$ cat config.mk
export PLATFORM = sky130hd
export DESIGN_NAME = simon_playback_ctrl
export DESIGN_NICKNAME = d
export VERILOG_FILES = /design/src/rtl/simon_playback_ctrl.sv
export SDC_FILE = /design/constraint.sdc
export NUM_CORES = 1
export LEC_CHECK = 0
export ABC_CLOCK_PERIOD_IN_PS = 2240
export CAP_MARGIN = 5
export CORE_MARGIN = 1
export CORE_UTILIZATION = 50
export DETAILED_ROUTE_END_ITERATION = 12
export PLACE_DENSITY = 0.78
export RECOVER_POWER = 25
export SYNTH_ARGS = -nofsm -noshare
export SYNTH_HDL_FRONTEND = slang
export SYNTH_SLANG_ARGS = --single-unit
$ cat constraint.sdc
create_clock -name clk -period 2.24 [get_ports clk]
set_input_delay 0.448 -clock clk [delete_from_list [all_inputs] [get_ports clk]]
set_output_delay 0.448 -clock clk [all_outputs]
set_load 0.005 [all_outputs]
$ cat src/rtl/simon_playback_ctrl.sv
// simon_playback_ctrl: replays the first `len` colours of the Simon sequence
// on four one-hot LEDs. Each step is ON_TICKS lit ticks followed by OFF_TICKS
// dark ticks. The block owns the seed register and the LFSR, so every replay
// regenerates the same colours until a new seed is loaded.
//
// Handshake: `start` is a level sampled only in IDLE; the run is acknowledged
// by `busy` rising in the next cycle, and completion is a single-cycle `done`
// pulse. `abort` cancels any non-IDLE state without producing `done`.
module simon_playback_ctrl #(
  parameter int          LEN_W     = 5,
  parameter int          ON_TICKS  = 4,
  parameter int          OFF_TICKS = 2,
  parameter logic [15:0] SEED_RST  = 16'hACE1
) (
  input  logic             clk,
  input  logic             rst,
  input  logic             start,
  input  logic             abort,
  input  logic [LEN_W-1:0] len,
  input  logic             tick,
  input  logic [15:0]      seedIn,
  input  logic             seedLoad,
  output logic             busy,
  output logic             done,
  output logic [3:0]       ledOn,
  output logic [LEN_W-1:0] stepIdx
);

  localparam int MAX_TICKS = (ON_TICKS > OFF_TICKS) ? ON_TICKS : OFF_TICKS;
  localparam int CNT_W     = $clog2(MAX_TICKS + 1);
  localparam logic [CNT_W-1:0] ON_LAST  = CNT_W'(ON_TICKS - 1);
  localparam logic [CNT_W-1:0] OFF_LAST = CNT_W'(OFF_TICKS - 1);

  typedef enum logic [2:0] {
    S_IDLE,
    S_LOAD,
    S_ON,
    S_OFF,
    S_DONE
  } state_t;

  state_t           state;
  logic [15:0]      seedReg;
  logic [15:0]      lfsr;
  logic [15:0]      lfsrNext;
  logic [LEN_W-1:0] lenReg;
  logic [CNT_W-1:0] tickCnt;

  // Galois right-shift step; taps 0xB400 give a maximal-length sequence.
  assign lfsrNext = (lfsr >> 1) ^ (lfsr[0] ? 16'hB400 : 16'h0000);

  // Seed register: a zero seed is remapped to 1 so the LFSR can never lock up.
  always_ff @(posedge clk) begin
    if (rst) begin
      seedReg <= SEED_RST;
    end else if (seedLoad) begin
      seedReg <= (seedIn == 16'h0000) ? 16'h0001 : seedIn;
    end
  end

  // Playback FSM; outputs are registered alongside the state so they are
  // valid in the same cycle the corresponding state is entered.
  always_ff @(posedge clk) begin
    if (rst) begin
      state   <= S_IDLE;
      busy    <= 1'b0;
      done    <= 1'b0;
      ledOn   <= 4'b0000;
      stepIdx <= '0;
      tickCnt <= '0;
      lfsr    <= SEED_RST;
      lenReg  <= '0;
    end else begin
      done <= 1'b0;
      if (abort && (state != S_IDLE)) begin
        state   <= S_IDLE;
        busy    <= 1'b0;
        ledOn   <= 4'b0000;
        stepIdx <= '0;
        tickCnt <= '0;
      end else begin
        case (state)
          S_IDLE: begin
            if (start && !abort) begin
              state <= S_LOAD;
              busy  <= 1'b1;
            end
          end
          S_LOAD: begin
            lfsr    <= seedReg;
            lenReg  <= len;
            stepIdx <= '0;
            tickCnt <= '0;
            if (len == '0) begin
              state <= S_DONE;
              done  <= 1'b1;
            end else begin
              state <= S_ON;
              ledOn <= 4'b0001 << seedReg[1:0];
            end
          end
          S_ON: begin
            if (tick) begin
              if (tickCnt == ON_LAST) begin
                tickCnt <= '0;
                state   <= S_OFF;
                ledOn   <= 4'b0000;
              end else begin
                tickCnt <= tickCnt + CNT_W'(1);
              end
            end
          end
          S_OFF: begin
            if (tick) begin
              if (tickCnt == OFF_LAST) begin
                tickCnt <= '0;
                if (stepIdx == lenReg - LEN_W'(1)) begin
                  state <= S_DONE;
                  done  <= 1'b1;
                end else begin
                  stepIdx <= stepIdx + LEN_W'(1);
                  lfsr    <= lfsrNext;
                  ledOn   <= 4'b0001 << lfsrNext[1:0];
                  state   <= S_ON;
                end
              end else begin
                tickCnt <= tickCnt + CNT_W'(1);
              end
            end
          end
          S_DONE: begin
            state <= S_IDLE;
            busy  <= 1'b0;
          end
          default: begin
            state <= S_IDLE;
            busy  <= 1'b0;
            ledOn <= 4'b0000;
          end
        endcase
      end
    end
  end

endmodule

Word-level counts from Yosys, hierarchy flattened
Index checks and enable logic that the tools add are counted.
{ "op_classes": {"add_sub_neg": 3, "n_eq_ne": 14, "shifts": 2, "n_mux": 37, "bitwise": 4, "n_reduce_logical": 19} }
{ "ops": {"columns": ["op", "n"], "rows": [
  ["$mux W16", 5],
  ["$mux W3", 11],
  ["$pmux W16 S2", 1],
  ["$mux W4", 6],
  ["$logic_not A16 Y1", 1],
  ["$pmux W4 S4", 1],
  ["$xor A15 B16 Y16", 1],
  ["$mux W5", 3],
  ["$ne A2 B2 Y1 const B", 7],
  ["$pmux W3 S4", 1],
  ["$pmux W5 S2", 1],
  ["$reduce_and A5 Y1", 2],
  ["$eq A3 B2 Y1 const B", 3],
  ["$pmux W3 S3", 1],
  ["$shl A1 B2 Y4 const A", 2],
  ["$reduce_and A7 Y1", 1],
  ["$eq A3 B1 Y1 const B", 2],
  ["$reduce_bool A3 Y1", 2],
  ["$add A5 B1 Y5 const B", 1],
  ["$eq A5 B5 Y1", 1],
  ["$logic_not A5 Y1", 1],
  ["$mux W1", 5],
  ["$sub A5 B1 Y5 const B", 1],
  ["$pmux W1 S2", 2],
  ["12 further kinds", 17]
]} }
{ "totals": {"reg_bits": 54, "input_bits": 27, "output_inout_bits": 11, "elab_cells": 88} }

Depth between registers and ports, before layout
{ "logic_depth": {"depth_word": 7, "mapped_depth": 8} }

Worst setup path before layout
OpenSTA, ideal clock, no wires.
{ "synth_path": {"path_type": "reg-to-reg", "startpoint": "reg lenReg[0]", "endpoint": "reg stepIdx[2]", "setup_time_ps": 70, "t_arrival_ps": 1747, "slack_ps": 423, "path_stages_with_launch": 8, "n_path_buf": 0, "cell_sequence": "dfxtp_1 -> inv_1 -> ha_1 -> xor2_1 -> o211a_1 -> o211a_1 -> or4_1 -> a21boi_1"} }
{ "synth_via": {"elab_chain_len": 4} }
{ "synth_lines": {"columns": ["item", "line_no", "rtl"], "rows": [
  ["start, declared", "46", "logic [LEN_W-1:0] lenReg;"],
  ["start signal, assigned", "91", "lenReg <= len;"],
  ["$sub A5 B1 Y5", "117", "if (stepIdx == lenReg - LEN_W'(1)) begin"],
  ["$eq A5 B5 Y1", "117", null],
  ["$ne A2 B2 Y1 (no source line)", null, null],
  ["$reduce_and A4 Y1 (no source line)", null, null],
  ["end signal, assigned", "121", "stepIdx <= stepIdx + LEN_W'(1);"],
  ["end, declared", "26", "output logic [LEN_W-1:0] stepIdx"]
]} }
No other way between the ends.
A chain may end at the register's enable or synchronous reset.

Final worst setup path
{ "layout_path": {"startpoint": "reg lenReg[0]", "endpoint": "reg lfsr[5]"} }
{ "layout_via": {"elab_chain_len": 4} }
{ "layout_lines": {"columns": ["item", "line_no", "rtl"], "rows": [
  ["$sub A5 B1 Y5", "117", null],
  ["$eq A5 B5 Y1", "117", null],
  ["$ne A2 B2 Y1 (no source line)", null, null],
  ["$reduce_and A5 Y1 (no source line)", null, null],
  ["end signal, assigned", "90", "lfsr <= seedReg;"],
  ["end signal, assigned", "122", "lfsr <= lfsrNext;"],
  ["end, declared", "44", "logic [15:0] lfsr;"]
]} }
No other way between the ends.

==> metrics list <==
* Library cell used as clock root buffer: clkbuf_8
- Wire length of the first global-routing pass: about 11000 µm
- Utilization of the core after routing: a little under two thirds
- Die area: approximately 5800 µm²
* Logic depth of the worst register-to-register path: 7
* Hold_sp: ledOn[1]
- Traced cell by cell, the critical path runs through inv_1 -> ha_1 -> nor4bb_1 -> o211a_1 -> o2111a_1 -> a2111oi_0 -> o21ai_0.
* Number of slew-limit violations in the final report: 0
- In this run the horizontal extent of the chip is 76.2 µm.
- Of all nets on the critical path, the largest fanout is 10.
- Count of buffers added by post-CTS timing repair for setup: 0
- Maximum number of buffers from clock root to sink: 2
- Hold Crit Endpoint: ledOn[1]
* Die boundary height: 76.2 µm
* Kind of cell adding the most delay to the critical path: compound AO/OA/AOI/OAI gates
- The tool flagged a number of max-cap violations equal to 0.
- Total global-route track usage: 22.9%
* Clock transition time at the flip-flop clock pins of the worst setup and hold paths: between 0.1 and 0.15 ns
* Count of standard-cell rows: 26
- Number of buffers inserted by hold repair at cts: 0
* Total number of vias: 2418
* Number of logic stages on the critical path including buffering: 7
- Post-Synthesis Cells: 304
* Total global routing overflow: 0
* H-tree levels: 2
- In this run the worst hold path is classified as reg -> reg.
* Hold violation count in the final report: 0
- The netlist uses 56 different library cells.
* DR iter-0 viols: 147
- Post-CTS sizing: 0
* Status: finished clean
* Final Critical Period: 2.01 ns
* Max transition margin: about 42%
- Leaving out fill and tap cells, the most frequent cell in the layout is dfxtp_1.
- Initial antenna violation count: 0
- Detail Route Antenna Nets: 0
* CTS buffer count: 5
- Arrival @ worst endpoint: 2.21 ns
* Average wire length per cell after detail routing: 14.8 µm
- The worst hold path was traced through 2 stages.
- Routability-driven placement finished with a final weighted congestion of between 0.8 and 0.9.
* Peak clock frequency supported by timing: 0.496 GHz
- Avg Inst Size Synth: 9.05 µm²
- Leaving out fill and tap cells, the most frequent cells in the layout are dfxtp_1, mux2i_1, clkdlybuf4s50_1.
* Asr flop ratio synth: 0%
- Tcrit/Tclk final: 89.9%
- Warning count from the yosys run: 0
- For this run, the detailed router's first-pass iteration total came to 4.
- Quantity of I/O buffers inserted on ports: 37
- Critical Setup Path Class: reg -> reg
* Fraction of final layout cells with drive strength greater than 1: 9.30%
* Antenna cell count: 0
- Via density: 5.84
- TritonCTS built the clock tree.
- At the later pin of the worst-skew pair, clock insertion delay measures 0.31 ns.
- Mapped cell area: between 2000 and 3000 µm²
- Relative to the synthesized area, the layout overhead comes to 20.7%.
- For this run, design rule violations remaining after detail routing come to 0.
* Buffers and inverters on the worst path: 1
- Launch point of the worst reg-to-reg path: lenReg[0]
- The initial utilization of the core area, before any placement, comes to 52.9%.
- Synthesis produced a netlist with a net count of 337.
* Reg-to-Reg End: lfsr[5]
* Number of flops mapped to enable cells by yosys: 0
- Nature of the critical path endpoint: register
- Type of element launching the critical path: register
- Static leakage: 1.29 nW
- In this run the power density over the cells is 546 nW/µm².
* Largest net degree at the start of global routing: 26
- At the pin with the least slew margin, the transition time is between 0.8 and 0.9 ns.
- Setup violations remaining at the end of the flow were counted as 0.
- Detailed placement finished with a half-perimeter wire length of roughly 4600 µm.
* Critical path required time: 2.44 ns
- TritonCTS sink count: 54
* Most used DFF post-synth: dfxtp_1
- Final #Nets: 376
* Top Ports: 38
* Total chip power: between 1.5 and 2 mW
* Register-to-register path setup slack: ~0.23 ns
* Routed WL: 6140 µm
* Core Area: around 5200 µm²
- Worst setup skew after layout: 0.00788 ns
- In this design, the stage delay of the slowest critical-path cell is 0.42 ns.
- Number of global-route vias before repair: 2371
- For this design, the slowest cell found on the critical path is a2111oi_0.
- The worst-case IR drop observed on VDD is 0.391 mV.
* Yosys reg bits: 54
* Part of the Yosys area used for sequential elements: slightly below 40%
- Setup repair after global routing left no endpoint under its margin.
sequential cells by signal (all words and copies together) (netlist names):
signal	flops
busy	1
done	1
ledOn	4
lenReg	5
lfsr	16
seedReg	16
state	3
stepIdx	5
tickCnt	3
layer usage:
metal  vias to the layer above  global-route usage (%)  part of all wire (%)
met5                         -                       0                     0
met4                         0                    8.65                   1.7
met3                        11                    3.83                   4.7
met2                        67                    37.5                    47
met1                      1153                    30.2                    46
li1                       1187                       -                     -
layout make-up:
type                    count  area [µm²]
inverters                  12        45.0
fillers                   459        1880
well taps                  70        87.6
repair buffers             53         483
clock buffers               5        68.8
clock inverters             3        25.0
multi-input cells         217        1530
flip-flops and latches     54        1080
stage by stage:
stage	hold slack, ns	setup TNS (ns)	std cells	worst slack (ns)	instance area, µm²
floorplan	0.437	0	304	0.423	2750
global placement	0.450	-0.185	406	-0.0467	3220
detailed placement	0.451	-0.378	406	-0.0973	3220
CTS	0.474	0	414	0.159	3320
global route	0.507	0	414	0.0104	3320
finish	0.468	0	414	0.225	3320
cell usage after synthesis, types with 3 or more instances:
library cell  instances  area [µm²]
nor3_1                6        30.0
ha_1                  6        75.1
xnor2_1               5        43.8
xor2_1                4        35.0
clkbuf_1              7        26.3
inv_1                12        45.0
a21oi_1              22         110
nand2_1              23        86.3
a311oi_1              7        61.3
and2_1                6        37.5
nor4_1                5        31.3
o21ai_0              10        50.1
and3_1                4        25.0
buf_2                10        50.1
nand3_1               3        15.0
or3_1                 4        25.0
mux2i_1              35         350
dfxtp_1              54        1080
a221o_1               3        30.0
a2111oi_0             6        52.6
o31ai_1               4        30.0
nor2_1               23        86.3
cell families (layout without fill, tap and decap cells):
family	after synthesis	in the layout	synth area share (%)
buffers and inverters	33	73	5.50
AND/OR/NAND/NOR	91	91	17.1
multiplexers	36	36	13.1
XOR/XNOR	9	9	2.86
AO/OA/AOI/OAI	75	75	19.4
adder cells (fa/ha/maj)	6	6	2.73
flip-flops	54	54	39.3
how the worst max path moves through the flow:
stage	start	to	slack (ns)
floorplan	lenReg[0]	stepIdx[2]	0.42
CTS	lenReg[0]	lfsr[4]	0.16
global placement	len[0]	ledOn[3]	-0.05
global route	lenReg[0]	lfsr[0]	0.01
finish	lenReg[0]	lfsr[5]	0.23
detailed placement	len[0]	ledOn[3]	-0.1
where the power goes:
group,switching [mW],internal [mW]
combinational,0.110,0.116
sequential,0.0254,0.992
clock,0.344,0.227
total,0.479,1.33
worst min-delay path, cell delays in order, from the launching register on:
cell and delay (ns):
dfxtp_1 0.32, nand2_1 0.05, mux2i_1 0.05
(Power assumes the default switching activity.)
==> patch (same flow settings) <==
The parameter `ON_TICKS` goes from 4 to 8.
--- a/src/rtl/simon_playback_ctrl.sv
+++ b/src/rtl/simon_playback_ctrl.sv
@@ -9,5 +9,5 @@
 module simon_playback_ctrl #(
   parameter int          LEN_W     = 5,
-  parameter int          ON_TICKS  = 4,
+  parameter int          ON_TICKS  = 8,
   parameter int          OFF_TICKS = 2,
   parameter logic [15:0] SEED_RST  = 16'hACE1
Function: changed (Yosys sat finds a counterexample within 10 cycles, from zero or initial values and one cycle with rst high).
==> patch against the original RTL <==
- design area grew 0.41%
- area after synthesis shrank 1.6%
- non-clock buffer count fell by 2
- fmax down 6.4%
- highest routed layer unchanged
- sequential cell count is 1 higher
- worst setup slack worse by 0.14 ns
- wire length down 7.8%
Power is not compared: it rests on default switching activity, and its combinational part moved more than twofold at a synthesized area within 25%.
==> patch: results (changes against the original RTL) <==
stage,metric,value,unit,change
placed_design,Area after DPL,3190,um2,-1.0%
placed_design,placed insts,418,,+3.0%
logic_synthesis,Synth Area in XOR/XNOR,2.91,%,+0.048 points
routing,via count,2304,,-4.7%
grt,first-pass GRT wire length,9.29,mm,-15%
routing,drt wl/cell,13.2,um,-11%
cells_and_area,fillcell total,453,,-1.3%
logic_synthesis,Yosys cell types,53,,-5.4%
critical_path,slowest cell delay on critical path,0.36,ns,-0.06 ns
routing,initial DRC count,66,,-55%
logic_synthesis,Synth top area share,40.7,%,+1.4 points
logic_synthesis,mux cell area share after synthesis,7.86,%,-5.3 points
grt,largest net degree at the start of global routing,39,,+50%
grt,GRT Total Usage,21.2,%,-1.7 points
critical_path,WP data arrival,2.36,ns,+0.15 ns
logic_synthesis,commonest cells in the netlist,"dfxtp_1 (55), nor2_1 (46), nand2_1 (40)",,
critical_path,worst-path fanout max,23,,+13
routing,total wire length,5.66,mm,-7.8%
logic_synthesis,Synth Net Count,348,,+3.3%
placed_design,Placer Congestion,0.872,,+8.4%
cells_and_area,layout net count,387,,+2.9%
timing,slew at the pin with the worst max-slew slack,0.514,ns,-0.356 ns
cells_and_area,share of cells above drive strength 1,10.9,%,+1.6 points
logic_synthesis,adder-cell share of the synthesized area,1.85,%,-0.88 points
cells_and_area,multi-input combinational cell area,1530,um2,about the same
status,status,finished clean,,
logic_synthesis,cell count after synthesis,317,,+4.3%
logic_synthesis,Synth Area in Compound Gates,16.8,%,-2.5 points
critical_path,worst-path cell with the longest stage delay,dfxtp_2,,
logic_synthesis,synth top area cells,"dfxtp_1 (41%), mux2i_1 (7.0%), nor2_1 (6.4%), nand2_1 (5.5%), a21oi_1 (2.4%)",,
-- patch: layout make-up --
class	instances	area share (%)
Tap cell	70	2.63
Clock inverter	2	0.488
Multi-Input combinational cell	236	45.9
Inverter	7	0.788
Timing Repair Buffer	51	14.6
Sequential cell	55	33.0
Clock buffer	6	2.48
-- patch: path summary, 6_finish.rpt --
kind              from  cells past startpoint       end  slack (ns)
min reg2reg   ledOn[1]                      2  ledOn[1]        0.47
min           ledOn[1]                      2  ledOn[1]        0.47
max          lenReg[0]                      8   lfsr[1]        0.09
max reg2reg  lenReg[0]                      8   lfsr[1]        0.09
-- patch: cells by family (layout without fill, tap and decap cells) --
group	after synthesis	count (layout)
AND/OR/NAND/NOR	140	140
AO/OA/AOI/OAI	62	62
flip-flops	55	55
buffers and inverters	26	66
multiplexers	21	21
XOR/XNOR	9	9
adder cells (fa/ha/maj)	4	4
-- patch: layer usage --
| metal | part of all wire [%] | global-route usage [%] | wire length [um] | up-vias |
|---|---|---|---|---|
| li1 | - | - | - | 1206 |
| met1 | 49 | 28.3 | 2800 | 1051 |
| met2 | 47 | 34.6 | 2640 | 40 |
| met3 | 2.5 | 3.84 | 144 | 7 |
| met4 | 1.3 | 7.00 | 73 | 0 |
| met5 | 0 | 0 | 0 | - |
-- patch: what timing repair did --
item                                    4_1_cts  5_1_grt
endpoints found under the setup margin        3       11
pin swaps                                     1        4
buffers inserted                              1        0
gates resized for setup                       1        7
-- patch: worst max-delay path: cells and delay by family (launching register included) --
| family | cells | cell delay, ns |
|---|---|---|
| xor gates and xnor gates | 1 | 0.15 |
| buffers and inverters | 2 | 0.22 |
| AOI/OAI and AO/OA | 4 | 1.01 |
| adders and majority gates | 1 | 0.30 |
| DFF | 1 | 0.36 |
-- patch: power by group --
group          total [W]  switching (W)  internal (W)
clock           0.000577       0.000324      0.000253
sequential       0.00113      0.0000723       0.00106
combinational   0.000734       0.000391      0.000343
-- patch: through the flow --
stage / setup slack [ns] / total power [W]
after floorplan: 0.215 / 0.00165
after CTS: 0.0158 / 0.00244
after global routing: 0.00540 / 0.00258
final: 0.0886 / 0.00244
after global placement: 0.102 / 0.00183
after detailed placement: -0.0633 / 0.00185
